**src/rtl/meta_reg_pipe.sv**
```systemverilog
// meta_reg_pipe: a chain of N_STAGES register slices on a valid/ready metadata
// channel. MODE picks the slice type for every stage of the instance:
//   0 FULL  : primary + skid register, registered ready, 1 beat/clk
//   1 FWD   : single data/valid register, ready combinational through the chain
//   2 LIGHT : single register, registered ready, 1 beat every 2 clk
// The occ output counts the beats currently held, for drain checks.
// N_STAGES = 0 collapses the block to plain wires.
module meta_reg_pipe #(
    parameter int DATA_BITS = 32,
    parameter int N_STAGES  = 1,
    parameter int MODE      = 0
) (
    input  logic                                aclk,
    input  logic                                areset,
    input  logic                                s_meta_valid,
    output logic                                s_meta_ready,
    input  logic [DATA_BITS-1:0]                s_meta_data,
    output logic                                m_meta_valid,
    input  logic                                m_meta_ready,
    output logic [DATA_BITS-1:0]                m_meta_data,
    output logic [$clog2(2*N_STAGES+2)-1:0]     occ
);

    localparam int OCC_BITS = $clog2(2*N_STAGES+2);

    typedef enum logic [1:0] {
        ST_EMPTY = 2'd0,
        ST_ONE   = 2'd1,
        ST_TWO   = 2'd2
    } full_state_t;

    // Refuse configurations outside the supported range at elaboration.
    if (N_STAGES < 0 || N_STAGES > 8) begin : g_bad_stages
        $error("meta_reg_pipe: N_STAGES must be in 0..8");
    end
    if (MODE < 0 || MODE > 2) begin : g_bad_mode
        $error("meta_reg_pipe: MODE must be 0, 1 or 2");
    end
    if (DATA_BITS < 1) begin : g_bad_width
        $error("meta_reg_pipe: DATA_BITS must be at least 1");
    end

    if (N_STAGES == 0) begin : g_wires
        assign m_meta_valid = s_meta_valid;
        assign m_meta_data  = s_meta_data;
        assign s_meta_ready = m_meta_ready;
        assign occ          = '0;
    end else begin : g_pipe
        // Index 0 is the upstream port, index N_STAGES the downstream port;
        // stage gi consumes from index gi and produces into index gi+1.
        logic [N_STAGES:0]    stage_valid;
        logic [N_STAGES:0]    stage_ready;
        logic [DATA_BITS-1:0] stage_data [0:N_STAGES];
        logic [OCC_BITS-1:0]  occ_reg;
        logic                 top_in_fire;
        logic                 top_out_fire;

        assign stage_valid[0]        = s_meta_valid;
        assign stage_data[0]         = s_meta_data;
        assign s_meta_ready          = stage_ready[0];
        assign m_meta_valid          = stage_valid[N_STAGES];
        assign m_meta_data           = stage_data[N_STAGES];
        assign stage_ready[N_STAGES] = m_meta_ready;

        for (genvar gi = 0; gi < N_STAGES; gi++) begin : g_stage
            // Only the register feeding m_meta carries a data reset.
            localparam bit IS_LAST = (gi == N_STAGES - 1);

            if (MODE == 0) begin : g_full
                full_state_t          state_reg;
                full_state_t          state_next;
                logic [DATA_BITS-1:0] prim_reg;
                logic [DATA_BITS-1:0] skid_reg;
                logic                 in_fire;
                logic                 out_fire;
                logic                 load_prim_in;
                logic                 load_prim_skid;
                logic                 load_skid;

                // Ready only depends on the skid being free, so no comb path
                // from downstream ready reaches upstream.
                assign stage_ready[gi]     = (state_reg != ST_TWO) && !areset;
                assign in_fire             = stage_valid[gi] && stage_ready[gi];
                assign out_fire            = (state_reg != ST_EMPTY) && stage_ready[gi+1];
                assign stage_valid[gi+1]   = (state_reg != ST_EMPTY);
                assign stage_data[gi+1]    = prim_reg;

                // Occupancy state register.
                always_ff @(posedge aclk) begin
                    if (areset) begin
                        state_reg <= ST_EMPTY;
                    end else begin
                        state_reg <= state_next;
                    end
                end

                // Next occupancy and which register loads from where.
                always_comb begin
                    state_next     = state_reg;
                    load_prim_in   = 1'b0;
                    load_prim_skid = 1'b0;
                    load_skid      = 1'b0;
                    case (state_reg)
                        ST_EMPTY: begin
                            if (in_fire) begin
                                state_next   = ST_ONE;
                                load_prim_in = 1'b1;
                            end
                        end
                        ST_ONE: begin
                            if (in_fire && out_fire) begin
                                load_prim_in = 1'b1;
                            end else if (in_fire) begin
                                state_next = ST_TWO;
                                load_skid  = 1'b1;
                            end else if (out_fire) begin
                                state_next = ST_EMPTY;
                            end
                        end
                        ST_TWO: begin
                            if (out_fire) begin
                                state_next     = ST_ONE;
                                load_prim_skid = 1'b1;
                            end
                        end
                        default: state_next = ST_EMPTY;
                    endcase
                end

                // Payload registers: primary is the stage output, skid parks
                // the beat that arrived while the primary was stalled.
                always_ff @(posedge aclk) begin
                    if (areset && IS_LAST) begin
                        prim_reg <= '0;
                    end else if (load_prim_in) begin
                        prim_reg <= stage_data[gi];
                    end else if (load_prim_skid) begin
                        prim_reg <= skid_reg;
                    end
                    if (load_skid) begin
                        skid_reg <= stage_data[gi];
                    end
                end
            end else if (MODE == 1) begin : g_fwd
                logic                 valid_reg;
                logic [DATA_BITS-1:0] data_reg;
                logic                 in_fire;

                // Ready passes straight through when the register drains
                // this cycle, so a full stage can refill on the same edge.
                assign stage_ready[gi]   = (!valid_reg || stage_ready[gi+1]) && !areset;
                assign in_fire           = stage_valid[gi] && stage_ready[gi];
                assign stage_valid[gi+1] = valid_reg;
                assign stage_data[gi+1]  = data_reg;

                // Valid follows upstream valid whenever the stage may advance.
                always_ff @(posedge aclk) begin
                    if (areset) begin
                        valid_reg <= 1'b0;
                    end else if (stage_ready[gi]) begin
                        valid_reg <= stage_valid[gi];
                    end
                end

                // Payload captured on every accepted beat.
                always_ff @(posedge aclk) begin
                    if (areset && IS_LAST) begin
                        data_reg <= '0;
                    end else if (in_fire) begin
                        data_reg <= stage_data[gi];
                    end
                end
            end else begin : g_light
                logic                 valid_reg;
                logic [DATA_BITS-1:0] data_reg;
                logic                 in_fire;

                // Accept only when empty: accept and emit alternate.
                assign stage_ready[gi]   = !valid_reg && !areset;
                assign in_fire           = stage_valid[gi] && stage_ready[gi];
                assign stage_valid[gi+1] = valid_reg;
                assign stage_data[gi+1]  = data_reg;

                // Fill on accept, empty once downstream takes the beat.
                always_ff @(posedge aclk) begin
                    if (areset) begin
                        valid_reg <= 1'b0;
                    end else if (in_fire) begin
                        valid_reg <= 1'b1;
                    end else if (valid_reg && stage_ready[gi+1]) begin
                        valid_reg <= 1'b0;
                    end
                end

                // Payload captured on every accepted beat.
                always_ff @(posedge aclk) begin
                    if (areset && IS_LAST) begin
                        data_reg <= '0;
                    end else if (in_fire) begin
                        data_reg <= stage_data[gi];
                    end
                end
            end
        end

        // Hand-offs between stages conserve beats, so the total held equals
        // beats accepted upstream minus beats delivered downstream.
        assign top_in_fire  = s_meta_valid && stage_ready[0];
        assign top_out_fire = stage_valid[N_STAGES] && m_meta_ready;

        // Occupancy counter, updated on the same edge as the transfers.
        always_ff @(posedge aclk) begin
            if (areset) begin
                occ_reg <= '0;
            end else begin
                occ_reg <= occ_reg + OCC_BITS'(top_in_fire) - OCC_BITS'(top_out_fire);
            end
        end

        assign occ = occ_reg;
    end

endmodule

```
**config.mk**
```make
export PLATFORM = sky130hd
export DESIGN_NAME = meta_reg_pipe
export DESIGN_NICKNAME = d
export VERILOG_FILES = /design/src/rtl/meta_reg_pipe.sv
export SDC_FILE = /design/constraint.sdc
export NUM_CORES = 1
export LEC_CHECK = 0
export BUFFER_PORTS_ARGS = -buffer_cell sky130_fd_sc_hd__buf_2
export CELL_PAD_IN_SITES_DETAIL_PLACEMENT = 1
export CELL_PAD_IN_SITES_GLOBAL_PLACEMENT = 1
export CORE_ASPECT_RATIO = 1.2
export CORE_MARGIN = 1
export CORE_UTILIZATION = 44
export CTS_CLUSTER_SIZE = 8
export DETAILED_ROUTE_END_ITERATION = 8
export MAX_ROUTING_LAYER = met4
export PLACE_DENSITY_LB_ADDON = 0.1
export SETUP_SLACK_MARGIN = 0.15
export SYNTH_ARGS = -nofsm -noshare
export SYNTH_HDL_FRONTEND = slang
export SYNTH_SLANG_ARGS = --single-unit
export TNS_END_PERCENT = 50
```
**constraint.sdc**
```tcl
create_clock -name aclk -period 5.15 [get_ports aclk]
set_input_delay 0.7725 -clock aclk [delete_from_list [all_inputs] [get_ports aclk]]
set_output_delay 0.7725 -clock aclk [all_outputs]
set_load 0.02 [all_outputs]
```
# Yosys cells after proc, flatten, opt, wreduce, memory -nomap -nowiden

Index checks and enable logic that the tools add are counted.

Bits in registers: 68
Input port bits: 36
Output and inout port bits: 36
Word-level logic and storage cells: 37

$add $sub $neg: 2
Equal/unequal tests: 7
Multiplexer cells: 15
Reduce and logical (&&, ||, !) cells: 9

Operators with widths:

| operator                                             | count |
|---|---|
| two-way mux 32 bit                                   | 2 |
| two-way mux 2 bit                                    | 5 |
| inequality test 2 bit (second input constant)        | 4 |
| two-way mux 1 bit                                    | 6 |
| case mux 2 bit (3 select lines)                      | 1 |
| logical AND 1 bit                                    | 4 |
| AND reduction 4 bit                                  | 1 |
| nonzero test 2 bit                                   | 2 |
| inequality test 3 bit (second input constant)        | 1 |
| adder 2 x 1 -> 2 bit                                 | 1 |
| equality test 2 x 1 -> 1 bit (second input constant) | 1 |
| equality test 2 bit (second input constant)          | 1 |
| zero test 2 bit                                      | 1 |
| case mux 1 bit (2 select lines)                      | 1 |
| subtractor 2 x 1 -> 2 bit                            | 1 |
| zero test 1 bit                                      | 1 |

# Depth between registers and ports, before layout

Gate-level depths: netlist of the first run.

Depth in word-level cells: 7
Depth in mapped cells: 10
Mapped depth without buffers: 8

# Worst setup path after synthesis of the first run

No wires, ideal clock.

Path type: input to register
Start point: in areset
End point: reg g_pipe.g_stage[0].g_full.skid_reg[0] (enable)
Setup time: 0.421 ns
Arrival: 3.182 ns
Required time: 4.729 ns
Path slack: 1.546 ns
Stages on the path: 6
Buffers on the path: 1
Cell sequence: clkbuf_1 -> a21oi_1 -> and2_1 -> ha_1 -> nand2_1 -> nor2_1

Word-level cells in the longest chain between the ends: 6
Elaborated cells on any way between the ends: 7
Those cells by class: mux (3); reduce/logical (4)

Ends and longest elaborated chain:

| what                                                          | line     | RTL |
|---|---|---|
| start: declaration                                            | 14       | `input logic areset,` |
| zero test 1 bit *                                             | 82       | `assign stage_ready[gi] = (state_reg != ST_TWO) && !areset;` |
| logical AND 1 bit *                                           | 82       |  |
| via s_meta_ready                                              | 16       | `output logic s_meta_ready,` |
| logical AND 1 bit *                                           | 83       | `assign in_fire = stage_valid[gi] && stage_ready[gi];` |
| two-way mux 1 bit / logical AND 1 bit (equally long branches) | 113, 111 |  |
| two-way mux 1 bit *                                           | 111      | `if (in_fire && out_fire) begin` |
| two-way mux 1 bit *                                           | 103      | `case (state_reg)` |
| via g_pipe.g_stage[0].g_full.load_skid                        | 78       | `logic load_skid;` |
| end signal: assignment                                        | 141      | `skid_reg <= stage_data[gi];` |
| end: declaration                                              | 73       | `logic [DATA_BITS-1:0] skid_reg;` |

The timed path passes the listed nets; every way through them passes the cells marked *.
A chain may end at the register's enable or synchronous reset.

# Final worst setup path of the first run

Start point: in areset
End point: reg g_pipe.g_stage[0].g_full.skid_reg[18] (enable)

Word-level cells in the longest chain between the ends: 6
Elaborated cells on any way between the ends: 7
Those cells by class: mux (3); reduce/logical (4)

Ends and longest elaborated chain:

| what                                                          | line |
|---|---|
| zero test 1 bit *                                             | 82 |
| logical AND 1 bit *                                           | 82 |
| logical AND 1 bit *                                           | 83 |
| two-way mux 1 bit / logical AND 1 bit (equally long branches) | 113, 111 |
| two-way mux 1 bit *                                           | 111 |
| two-way mux 1 bit *                                           | 103 |
| via g_pipe.g_stage[0].g_full.load_skid                        | 78 |

Marked as above.

==> results.sh, run 1 <==
export IMPL_cp_depth=7
export IMPL_maxCapViolations=0
export IMPL_worstHoldStart="m_meta_data[7]"
export IMPL_cts_buffer_depth=2
export IMPL_power_leakage_uw=0.00133
export IMPL_htreeDepth=3
export IMPL_async_reset_ff_share_pct=0
export IMPL_rsz0062_at_grt="no"
export IMPL_synth_area_leaders="edfxtp_1 33%, dfxtp_1 25%, a311oi_2 16%"
export IMPL_setup_worst_path_start="areset"
export IMPL_ctsResizeCount=0
export IMPL_synth_fp_nets=290
export IMPL_dieArea_sq_mm=0.00692
export IMPL_maxSlewHeadroom_pct=37.1
export IMPL_synth_edf_count=32
export IMPL_synth_common_cells="66 x nand2_1, 36 x dfxtp_1, 35 x a21oi_1"
export IMPL_worst_path_buf_inv=2
export IMPL_worst_setup_path_type="in -> reg"
export IMPL_routedWlPerCell_um=17.3
export IMPL_max_stage_delay_ps=730
export IMPL_grt_usage_pct=21.6
export IMPL_switchingPower_uw=333
export IMPL_pwr_share_clk_pct=40.1
export IMPL_fp_dieH_um=91.0
export IMPL_portBuffers=71
export IMPL_drive_gt1_share_pct=39.1
export IMPL_hold_depth=2
export IMPL_cts_made_buffers=9
export IMPL_fmax_ghz=0.380
export IMPL_worst_pin_slew_ps=941
export IMPL_cp_cell_sequence="buf_2 > buf_4 > a21oi_1 > and2_1 > ha_1 > nand2_1 > nor2_4"
export IMPL_grt_antenna_before_repair=0
export IMPL_synthSimpleGateAreaFrac_pct=12.0
export IMPL_synthCells=250
export IMPL_antenna_left=0
export IMPL_via_per_inst=5.30
export IMPL_ys_ff_latch=68
export IMPL_synthXorXnorAreaFrac_pct=0.604
export IMPL_row_count=32
export IMPL_cp_top_family="simple AND/OR/NAND/NOR gates"
export IMPL_tritoncts="done"
export IMPL_fin_crit_ps=2630
export IMPL_drtIter0Drc=109
export IMPL_place_inst=386
export IMPL_worstPathMaxFanout=38
export IMPL_place_ws_ps=2100
export IMPL_clock_root_buffer="clkbuf_8"
export IMPL_synth_most_common_cell="nand2_1"
export IMPL_nNetsFinal=352
export IMPL_slowest_stage="nor2_4"
export IMPL_grt_first_pass_wirelength_um=11100
export IMPL_synth_seq_area_share_pct=58.0
export IMPL_setup_ws_ps=2520
export IMPL_comb_power_share_pct=13.6
export IMPL_ff2ff_path_depth=6
export IMPL_syn2layout_area_growth_pct=20.8
export IMPL_clock_skew_ps=11.4
export IMPL_clkSlewWorstSetupHoldPaths_ps=80
export IMPL_tns_ps=0
export IMPL_synth_top_cell_area_share_pct=33.1
export IMPL_sequentialPowerShare_pct=46.3
export IMPL_hp_class="reg -> reg"
export IMPL_endpoint_kind="register"
export IMPL_crit_required_ps=5120
export IMPL_ys_types=24
export IMPL_grt_pass1_vias=2133
export IMPL_clk_latency_ps=350
export IMPL_reg2reg_from="g_pipe.g_stage[0].g_full.state_reg[1]"
export IMPL_vias=2129
export IMPL_final_hold_viol_count=0
export IMPL_status="finished clean"
export IMPL_synth_area_sq_mm=0.00290
export IMPL_p_int_uw=1000
export IMPL_drt_total_wl_um=6970
export IMPL_synth_ff_type="dfxtp_1"
export IMPL_synth_compound_area_share_pct=22.8
export IMPL_synth_area_per_cell_sq_um=11.6
export IMPL_synth_top_area_cell="edfxtp_1"
export IMPL_setup_violations=0
export IMPL_num_antenna_cells=0
export IMPL_hold_ws_ps=499
export IMPL_drt_first_pass_iters=4
export IMPL_drc_errors=0
export IMPL_overflow=0
export IMPL_arrival_ps=2600
export IMPL_ios=72
export IMPL_sw_frac_of_total_pct=25.0
export IMPL_cp_start_kind="input pin"
export IMPL_yosysWarnings=0
export IMPL_slew_violations=0
export IMPL_muxShareOfSynthArea_pct=0
export IMPL_initial_utilization_pct=45.3
export IMPL_fillers=730
export IMPL_ir_worst_vdd_mv=0.234
export IMPL_cts_sinks=68
export IMPL_fin_util_pct=54.7
export IMPL_finalCritPeriodShare_pct=51.1
export IMPL_synth_top_family_by_area="compound AO/OA/AOI/OAI gates"
export IMPL_grt_max_degree=39
export IMPL_powerDensity_mw_per_mm2=381
export IMPL_dpl_hpwl_um=4150
export IMPL_cts_setup_buffers=0
export IMPL_place_gp_congestion=0.712
export IMPL_finalNonFillerCells=402
export IMPL_holdBufCountCts=0
export IMPL_core_area_sq_mm=0.00641
export IMPL_synthAdderAreaFrac_pct=1.72
export IMPL_die_w_um=76.1
worst reg2reg max path, stage by stage, from the launching register on:
cell     delay, ps
dfxtp_1        420
or2_2          350
and2_1         190
inv_1           60
ha_1           130
nand2_1         80
nor2_4         730
per-layer routing:
metal | track usage (%) | up-vias | share of wire (%)
met1 | 28.0 | 1029 | 46
met2 | 32.7 | 58 | 48
met5 | - | - | 0
met4 | 10.1 | 0 | 1.8
li1 | - | 1030 | -
met3 | 4.32 | 12 | 4.2
cells by family (layout without fill, tap and decap cells):
family	Yosys count	in the layout
buffers and inverters	26	93
xor gates and xnor gates	2	2
AOI/OAI and AO/OA	69	69
adders and majority gates	4	4
and+or+nand+nor	81	81
DFF	68	68
power groups by stage:
| stage | Clock [uW] | Sequential, uW | Combinational (uW) |
|---|---|---|---|
| after floorplan | 0 | 657 | 97.1 |
| final | 536 | 618 | 181 |
| after CTS | 542 | 618 | 184 |
| after global placement | 0 | 629 | 179 |
| after global routing | 564 | 622 | 196 |
| after detailed placement | 0 | 630 | 183 |
cell type report:
cell class / count / area, sq um / share of cell area, %
clock inverter: 5 / 98.8 / 2.82
multi-input combinational: 156 / 1080 / 30.9
tap: 85 / 106 / 3.03
sequential: 68 / 1680 / 48.0
clock buffer: 11 / 141 / 4.03
timing repair buffer: 75 / 385 / 11.0
inverter: 2 / 7.51 / 0.214
per-stage QoR:
step | total power, uW | area [sq um]
CTS | 1340 | 3500
floorplan | 754 | 2900
global route | 1380 | 3500
global placement | 808 | 3260
finish | 1330 | 3500
detailed placement | 813 | 3260
worst paths after layout:
kind                                                               to  slack (ps)
worst max-delay path            g_pipe.g_stage[0].g_full.skid_reg[18]        2520
worst min-delay path                                   m_meta_data[7]         500
worst max register to register  g_pipe.g_stage[0].g_full.skid_reg[18]        2790
worst min register to register                         m_meta_data[7]         500
placed cells by master, fill, tap and decap left out:
master,instances
xor2_1,1
a21oi_1,35
a311oi_2,30
o31ai_1,1
xnor2_1,1
clkbuf_1,1
nor2b_1,1
or2_2,1
clkbuf_8,10
nor2_4,1
inv_1,2
buf_4,4
or4b_4,1
dfxtp_1,36
and3b_1,1
and2_1,2
ha_1,4
nor4bb_1,1
nand3b_1,2
clkinv_1,1
bufinv_16,3
o21ba_2,1
edfxtp_1,32
nor2_1,4
and2_4,1
buf_2,71
clkinv_2,1
a311oi_1,2
nand2_1,66
Note: power is estimated with default switching activity, not from simulation.
==> run 2, diff against run 1 <==
--- a/config.mk
+++ b/config.mk
@@ -10,7 +10,7 @@
 export CELL_PAD_IN_SITES_GLOBAL_PLACEMENT = 1
 export CORE_ASPECT_RATIO = 1.2
 export CORE_MARGIN = 1
-export CORE_UTILIZATION = 44
+export CORE_UTILIZATION = 37
 export CTS_CLUSTER_SIZE = 8
 export DETAILED_ROUTE_END_ITERATION = 8
 export MAX_ROUTING_LAYER = met4
==> constraint.sdc (replaced) <==
create_clock -name aclk -period 2.3 [get_ports aclk]
set_input_delay 0.345 -clock aclk [delete_from_list [all_inputs] [get_ports aclk]]
set_output_delay 0.345 -clock aclk [all_outputs]
set_load 0.02 [all_outputs]
==> run 2 against run 1 <==
Against the previous run:
- critical path depth stayed put
- cell count increased by 3.7%
- highest routed layer unchanged
- total power grew 110%
- via count up 4.1%
- clock power up 75%
- setup slack lost 2200 ps
- sequential share of layout area fell by 0.54 points
- critical path type is now reg -> reg
==> results.sh, run 2 (synthesis results as in run 1) <==
export IMPL_status="finished clean"
export IMPL_syn2layout_area_growth_pct=22.3
export IMPL_finalCritPeriodShare_pct=86.4
export IMPL_switchingPower_uw=742
export IMPL_fin_util_pct=46.6
export IMPL_ff2ff_path_depth=7
export IMPL_die_w_um=82.8
export IMPL_antenna_left=0
export IMPL_hold_ws_ps=198
export IMPL_powerDensity_mw_per_mm2=774
export IMPL_rsz0062_at_grt="no"
export IMPL_hp_class="in -> reg"
export IMPL_clk_latency_ps=340
export IMPL_post_dp_cell_area_sq_mm=0.00335
export IMPL_fin_area_sq_mm=0.00355
export IMPL_cts_made_buffers=9
export IMPL_drive_gt1_share_pct=41.2
export IMPL_clkSlewWorstSetupHoldPaths_ps=80
export IMPL_cts_setup_buffers=0
export IMPL_sequentialPowerShare_pct=50.3
export IMPL_pwr_share_clk_pct=34.2
export IMPL_power_leakage_uw=0.00134
export IMPL_cp_top_family="simple AND/OR/NAND/NOR gates"
export IMPL_comb_power_share_pct=15.5
export IMPL_worst_setup_path_type="reg -> reg"
export IMPL_fillers=874
export IMPL_tns_ps=0
export IMPL_grt_usage_pct=19.2
export IMPL_cp_start_kind="register"
export IMPL_endpoint_kind="register"
export IMPL_grt_first_pass_wirelength_um=12000
export IMPL_layout_common_cells="71 x buf_2, 66 x nand2_1, 35 x dfxtp_1, 34 x a21oi_1, 32 x edfxtp_1"
export IMPL_crit_required_ps=2540
export IMPL_cp_cell_sequence="or2_2 > and2_1 > ha_1 > nand3b_1 > buf_6 > a21oi_1 > a311oi_2"
export IMPL_place_gp_congestion=0.758
export IMPL_drt_total_wl_um=7340
export IMPL_holdBufCountCts=0
export IMPL_setup_violations=0
export IMPL_fmax_ghz=0.503
export IMPL_grt_max_degree=36
export IMPL_holdPathEnd="g_pipe.g_stage[0].g_full.skid_reg[30]"
export IMPL_grt_pass1_vias=2310
export IMPL_worstHoldStart="s_meta_data[30]"
export IMPL_num_antenna_cells=0
export IMPL_finalNonFillerCells=417
export IMPL_grt_antenna_before_repair=0
export IMPL_slew_violations=0
export IMPL_worst_path_buf_inv=1
export IMPL_htreeDepth=3
export IMPL_dieArea_sq_mm=0.00820
export IMPL_maxSlewHeadroom_pct=60.2
export IMPL_rrSetupSlack_ps=310
export IMPL_fin_crit_ps=1990
export IMPL_p_int_uw=2000
export IMPL_sw_frac_of_total_pct=27.0
export IMPL_r2r_end="m_meta_data[24]"
export IMPL_cts_buffer_depth=2
export IMPL_drtIter0Drc=47
export IMPL_ir_worst_vdd_mv=0.336
export IMPL_core_area_sq_mm=0.00762
export IMPL_fp_dieH_um=99.0
export IMPL_place_inst=400
export IMPL_drc_errors=0
export IMPL_ios=72
export IMPL_max_stage_delay_ps=370
export IMPL_arrival_ps=2230
export IMPL_nNetsFinal=360
export IMPL_worstPathMaxFanout=21
export IMPL_vias=2216
export IMPL_portBuffers=71
export IMPL_cts_sinks=68
export IMPL_cp_depth=7
export IMPL_reg2reg_from="g_pipe.g_stage[0].g_full.state_reg[0]"
export IMPL_regArea_sq_mm=0.00168
export IMPL_final_hold_viol_count=0
export IMPL_row_count=35
export IMPL_final_common_cell="buf_2"
export IMPL_routedWlPerCell_um=17.6
export IMPL_maxCapViolations=0
export IMPL_drt_first_pass_iters=4
export IMPL_multi_input_area_sq_mm=0.00110
export IMPL_clock_root_buffer="clkbuf_8"
export IMPL_clock_skew_ps=7.43
export IMPL_overflow=0
export IMPL_slowest_stage="dfxtp_2"
export IMPL_worst_pin_slew_ps=598
export IMPL_initial_utilization_pct=38.1
export IMPL_hold_depth=1
export IMPL_via_per_inst=5.31
export IMPL_tritoncts="done"
export IMPL_dpl_hpwl_um=4510
run 2: repair_timing:
action                     in CTS  in global routing
hold endpoints to repair        0                  0
resized for setup               0                  3
cloned                          0                  1
setup endpoints to repair       6                 32
run 2: how the worst max path moves through the flow:
stage,start,end,slack (ps)
global placement,g_pipe.g_stage[0].g_full.state_reg[0],m_meta_data[24],190
detailed placement,g_pipe.g_stage[0].g_full.state_reg[0],m_meta_data[23],150
finish,g_pipe.g_stage[0].g_full.state_reg[0],m_meta_data[24],310
floorplan,g_pipe.g_stage[0].g_full.state_reg[1],g_pipe.g_stage[0].g_full.skid_reg[0],160
CTS,g_pipe.g_stage[0].g_full.state_reg[0],m_meta_data[12],140
global route,g_pipe.g_stage[0].g_full.state_reg[0],m_meta_data[7],200
run 2: per-layer routing:
layer | vias up | track usage (%) | share of wire (%)
met3 | 8 | 4.52 | 3.3
li1 | 1052 | - | -
met5 | - | - | 0
met1 | 1116 | 23.8 | 48
met2 | 40 | 31.0 | 47
met4 | 0 | 5.97 | 1.3
run 2: through the flow:
stage | setup slack, ps | total power (uW)
after CTS | 140 | 2780
after global placement | 186 | 1830
final | 312 | 2750
after global routing | 201 | 2870
after detailed placement | 153 | 1830
after floorplan | 156 | 1690
run 2: power by group through the flow:
stage / sequential (uW) / combinational, uW / clock [uW]
4_1_cts: 1380 / 428 / 966
5_1_grt: 1390 / 464 / 1020
6_report: 1380 / 425 / 940
2_1_floorplan: 1470 / 222 / 0
3_5_place_dp: 1410 / 426 / 0
3_3_place_gp: 1410 / 420 / 0
run 2: area by class of cell:
| class | count | area share (%) |
|---|---|---|
| inverter | 2 | 0.212 |
| timing repair buffer | 82 | 12.8 |
| sequential | 68 | 47.4 |
| tap | 92 | 3.25 |
| clock buffer | 11 | 3.70 |
| multi-input combinational | 157 | 31.1 |
| clock inverter | 5 | 1.48 |
==> run 3, diff against run 2 <==
--- a/config.mk
+++ b/config.mk
@@ -11,6 +11,7 @@
 export CORE_ASPECT_RATIO = 1.2
 export CORE_MARGIN = 1
 export CORE_UTILIZATION = 37
+export CTS_BUF_LIST = sky130_fd_sc_hd__clkbuf_16
 export CTS_CLUSTER_SIZE = 8
 export DETAILED_ROUTE_END_ITERATION = 8
 export MAX_ROUTING_LAYER = met4
==> run 3 against run 2 <==
Against the previous run:
- clock skew fell by 1.3 ps
- wire length fell by 0.19%
- critical endpoint is now m_meta_data[23]
- design area rose by 2.9%
- global-route usage fell by 0.077 points
- total power rose by 14%
- core utilization rose by 1.3 points
- via count fell by 1.5%
- die area did not move
- first-iteration DRC count did not move
- cell count did not move
- sequential power barely moved
==> results.sh, run 3 (synthesis results as in run 1) <==
export IMPL_worstHoldStart="s_meta_data[1]"
export IMPL_status="finished clean"
export IMPL_layout_common_cells="71 x buf_2, 66 x nand2_1, 35 x dfxtp_1, 34 x a21oi_1, 32 x edfxtp_1"
export IMPL_drive_gt1_share_pct=41.2
export IMPL_grt_pass1_vias=2312
export IMPL_clock_root_buffer="clkbuf_16"
export IMPL_switchingPower_uw=788
export IMPL_regArea_sq_mm=0.00168
export IMPL_grt_first_pass_wirelength_um=11900
export IMPL_core_area_sq_mm=0.00762
export IMPL_clock_skew_ps=6.10
export IMPL_initial_utilization_pct=38.1
export IMPL_final_hold_viol_count=0
export IMPL_fp_dieH_um=99.0
export IMPL_overflow=0
export IMPL_fin_total_pwr_uw=3120
export IMPL_multi_input_area_sq_mm=0.00110
export IMPL_fmax_ghz=0.508
export IMPL_htreeDepth=3
export IMPL_via_per_inst=5.23
export IMPL_hp_class="in -> reg"
export IMPL_worstPathMaxFanout=21
export IMPL_maxSlewHeadroom_pct=60.6
export IMPL_cp_start_kind="register"
export IMPL_nNetsFinal=360
export IMPL_rrSetupSlack_ps=330
export IMPL_place_gp_congestion=0.758
export IMPL_power_leakage_uw=0.00140
export IMPL_portBuffers=71
export IMPL_row_count=35
export IMPL_p_int_uw=2330
export IMPL_pwr_share_clk_pct=42.1
export IMPL_maxCapViolations=0
export IMPL_ff2ff_path_depth=7
export IMPL_cts_sinks=68
export IMPL_rsz0062_at_grt="no"
export IMPL_crit_required_ps=2530
export IMPL_reg2reg_from="g_pipe.g_stage[0].g_full.state_reg[0]"
export IMPL_sw_frac_of_total_pct=25.2
export IMPL_final_common_cell="buf_2"
export IMPL_crit_path_end="m_meta_data[23]"
export IMPL_sequentialPowerShare_pct=44.3
export IMPL_finalCritPeriodShare_pct=85.5
export IMPL_powerDensity_mw_per_mm2=856
export IMPL_ir_worst_vdd_mv=0.445
export IMPL_drt_first_pass_iters=4
export IMPL_drt_total_wl_um=7330
export IMPL_worst_pin_slew_ps=592
export IMPL_slowest_stage="dfxtp_2"
export IMPL_r2r_end="m_meta_data[23]"
export IMPL_cts_made_buffers=9
export IMPL_fin_crit_ps=1970
export IMPL_drtIter0Drc=47
export IMPL_dieArea_sq_mm=0.00820
export IMPL_endpoint_kind="register"
export IMPL_routedWlPerCell_um=17.6
export IMPL_place_inst=400
export IMPL_holdBufCountCts=0
export IMPL_arrival_ps=2200
export IMPL_grt_antenna_before_repair=0
export IMPL_clk_latency_ps=320
export IMPL_worst_setup_path_type="reg -> reg"
export IMPL_num_antenna_cells=0
export IMPL_slew_violations=0
export IMPL_comb_power_share_pct=13.6
export IMPL_fillers=863
export IMPL_syn2layout_area_growth_pct=25.7
export IMPL_dpl_hpwl_um=4510
export IMPL_grt_usage_pct=19.1
export IMPL_ios=72
export IMPL_finalNonFillerCells=417
export IMPL_grt_max_degree=36
export IMPL_max_stage_delay_ps=360
export IMPL_vias=2182
export IMPL_setup_worst_path_start="g_pipe.g_stage[0].g_full.state_reg[0]"
export IMPL_cts_setup_buffers=0
export IMPL_tritoncts="done"
export IMPL_cp_cell_sequence="or2_2 > and2_1 > ha_1 > nand3b_1 > buf_6 > a21oi_1 > a311oi_2"
export IMPL_antenna_left=0
export IMPL_drc_errors=0
export IMPL_clkSlewWorstSetupHoldPaths_ps=60
export IMPL_cts_buffer_depth=2
export IMPL_setup_violations=0
export IMPL_die_w_um=82.8
export IMPL_tns_ps=0
## run 3: cell types whose count changed in the layout (fill, tap and decap cells not counted), sizes merged
cell    before  now
clkbuf      11    9
inv          2    4
## run 3: routing by layer
layer,GRT usage [%],vias to the layer above,share of wire (%)
met2,30.9,39,47
met4,6.76,0,1.2
met5,-,-,0
met3,3.77,5,3.2
met1,23.8,1091,48
li1,-,1047,-
## run 3: final cells by class
class	count	share of cell area, %
clock buffers	9	6.17
clock inverters	7	1.65
inverters	2	0.206
flip-flops and latches	68	46.1
multi-input cells	157	30.2
well taps	92	3.15
repair buffers	82	12.4
## run 3: repair_timing
action                                  in CTS  in global routing
gates resized for setup                      0                  3
endpoints found under the setup margin       7                 32
cloned                                       0                  1
## run 3: critical path: cells and delay by family, from the launching register on
family	cells	cell delay, ps
fa+ha+maj	1	220
flops	1	360
buf+inv	1	250
compound gates	2	370
simple gates	3	670
## run 3: worst min-delay path by stage
stage                                                  endpoint  depth (start not counted)  slack (ps)
after detailed placement                         m_meta_data[6]                          2         490
after CTS                 g_pipe.g_stage[0].g_full.skid_reg[29]                          1         200
after floorplan            g_pipe.g_stage[0].g_full.skid_reg[0]                          0         440
after global placement                           m_meta_data[7]                          2         480
after global routing      g_pipe.g_stage[0].g_full.skid_reg[29]                          1         200
final                      g_pipe.g_stage[0].g_full.skid_reg[1]                          1         220
## run 3: per-stage QoR
step / util [%] / hold slack (ps) / setup WS [ps] / cell area [sq um]
after floorplan: - / 444 / 156 / 2920
final: 47.9 / 216 / 333 / 3650
after global placement: 44.0 / 476 / 186 / 3350
after global routing: 47.9 / 205 / 216 / 3650
after CTS: 47.7 / 204 / 137 / 3630
after detailed placement: 44.0 / 488 / 153 / 3350
## run 3: power by group through the flow
| stage | logic [uW] | registers (uW) | clock network, uW |
|---|---|---|---|
| 3_3_place_gp | 420 | 1410 | 0 |
| 4_1_cts | 428 | 1380 | 1350 |
| 5_1_grt | 464 | 1390 | 1390 |
| 6_report | 425 | 1380 | 1310 |
| 3_5_place_dp | 426 | 1410 | 0 |
| 2_1_floorplan | 222 | 1470 | 0 |
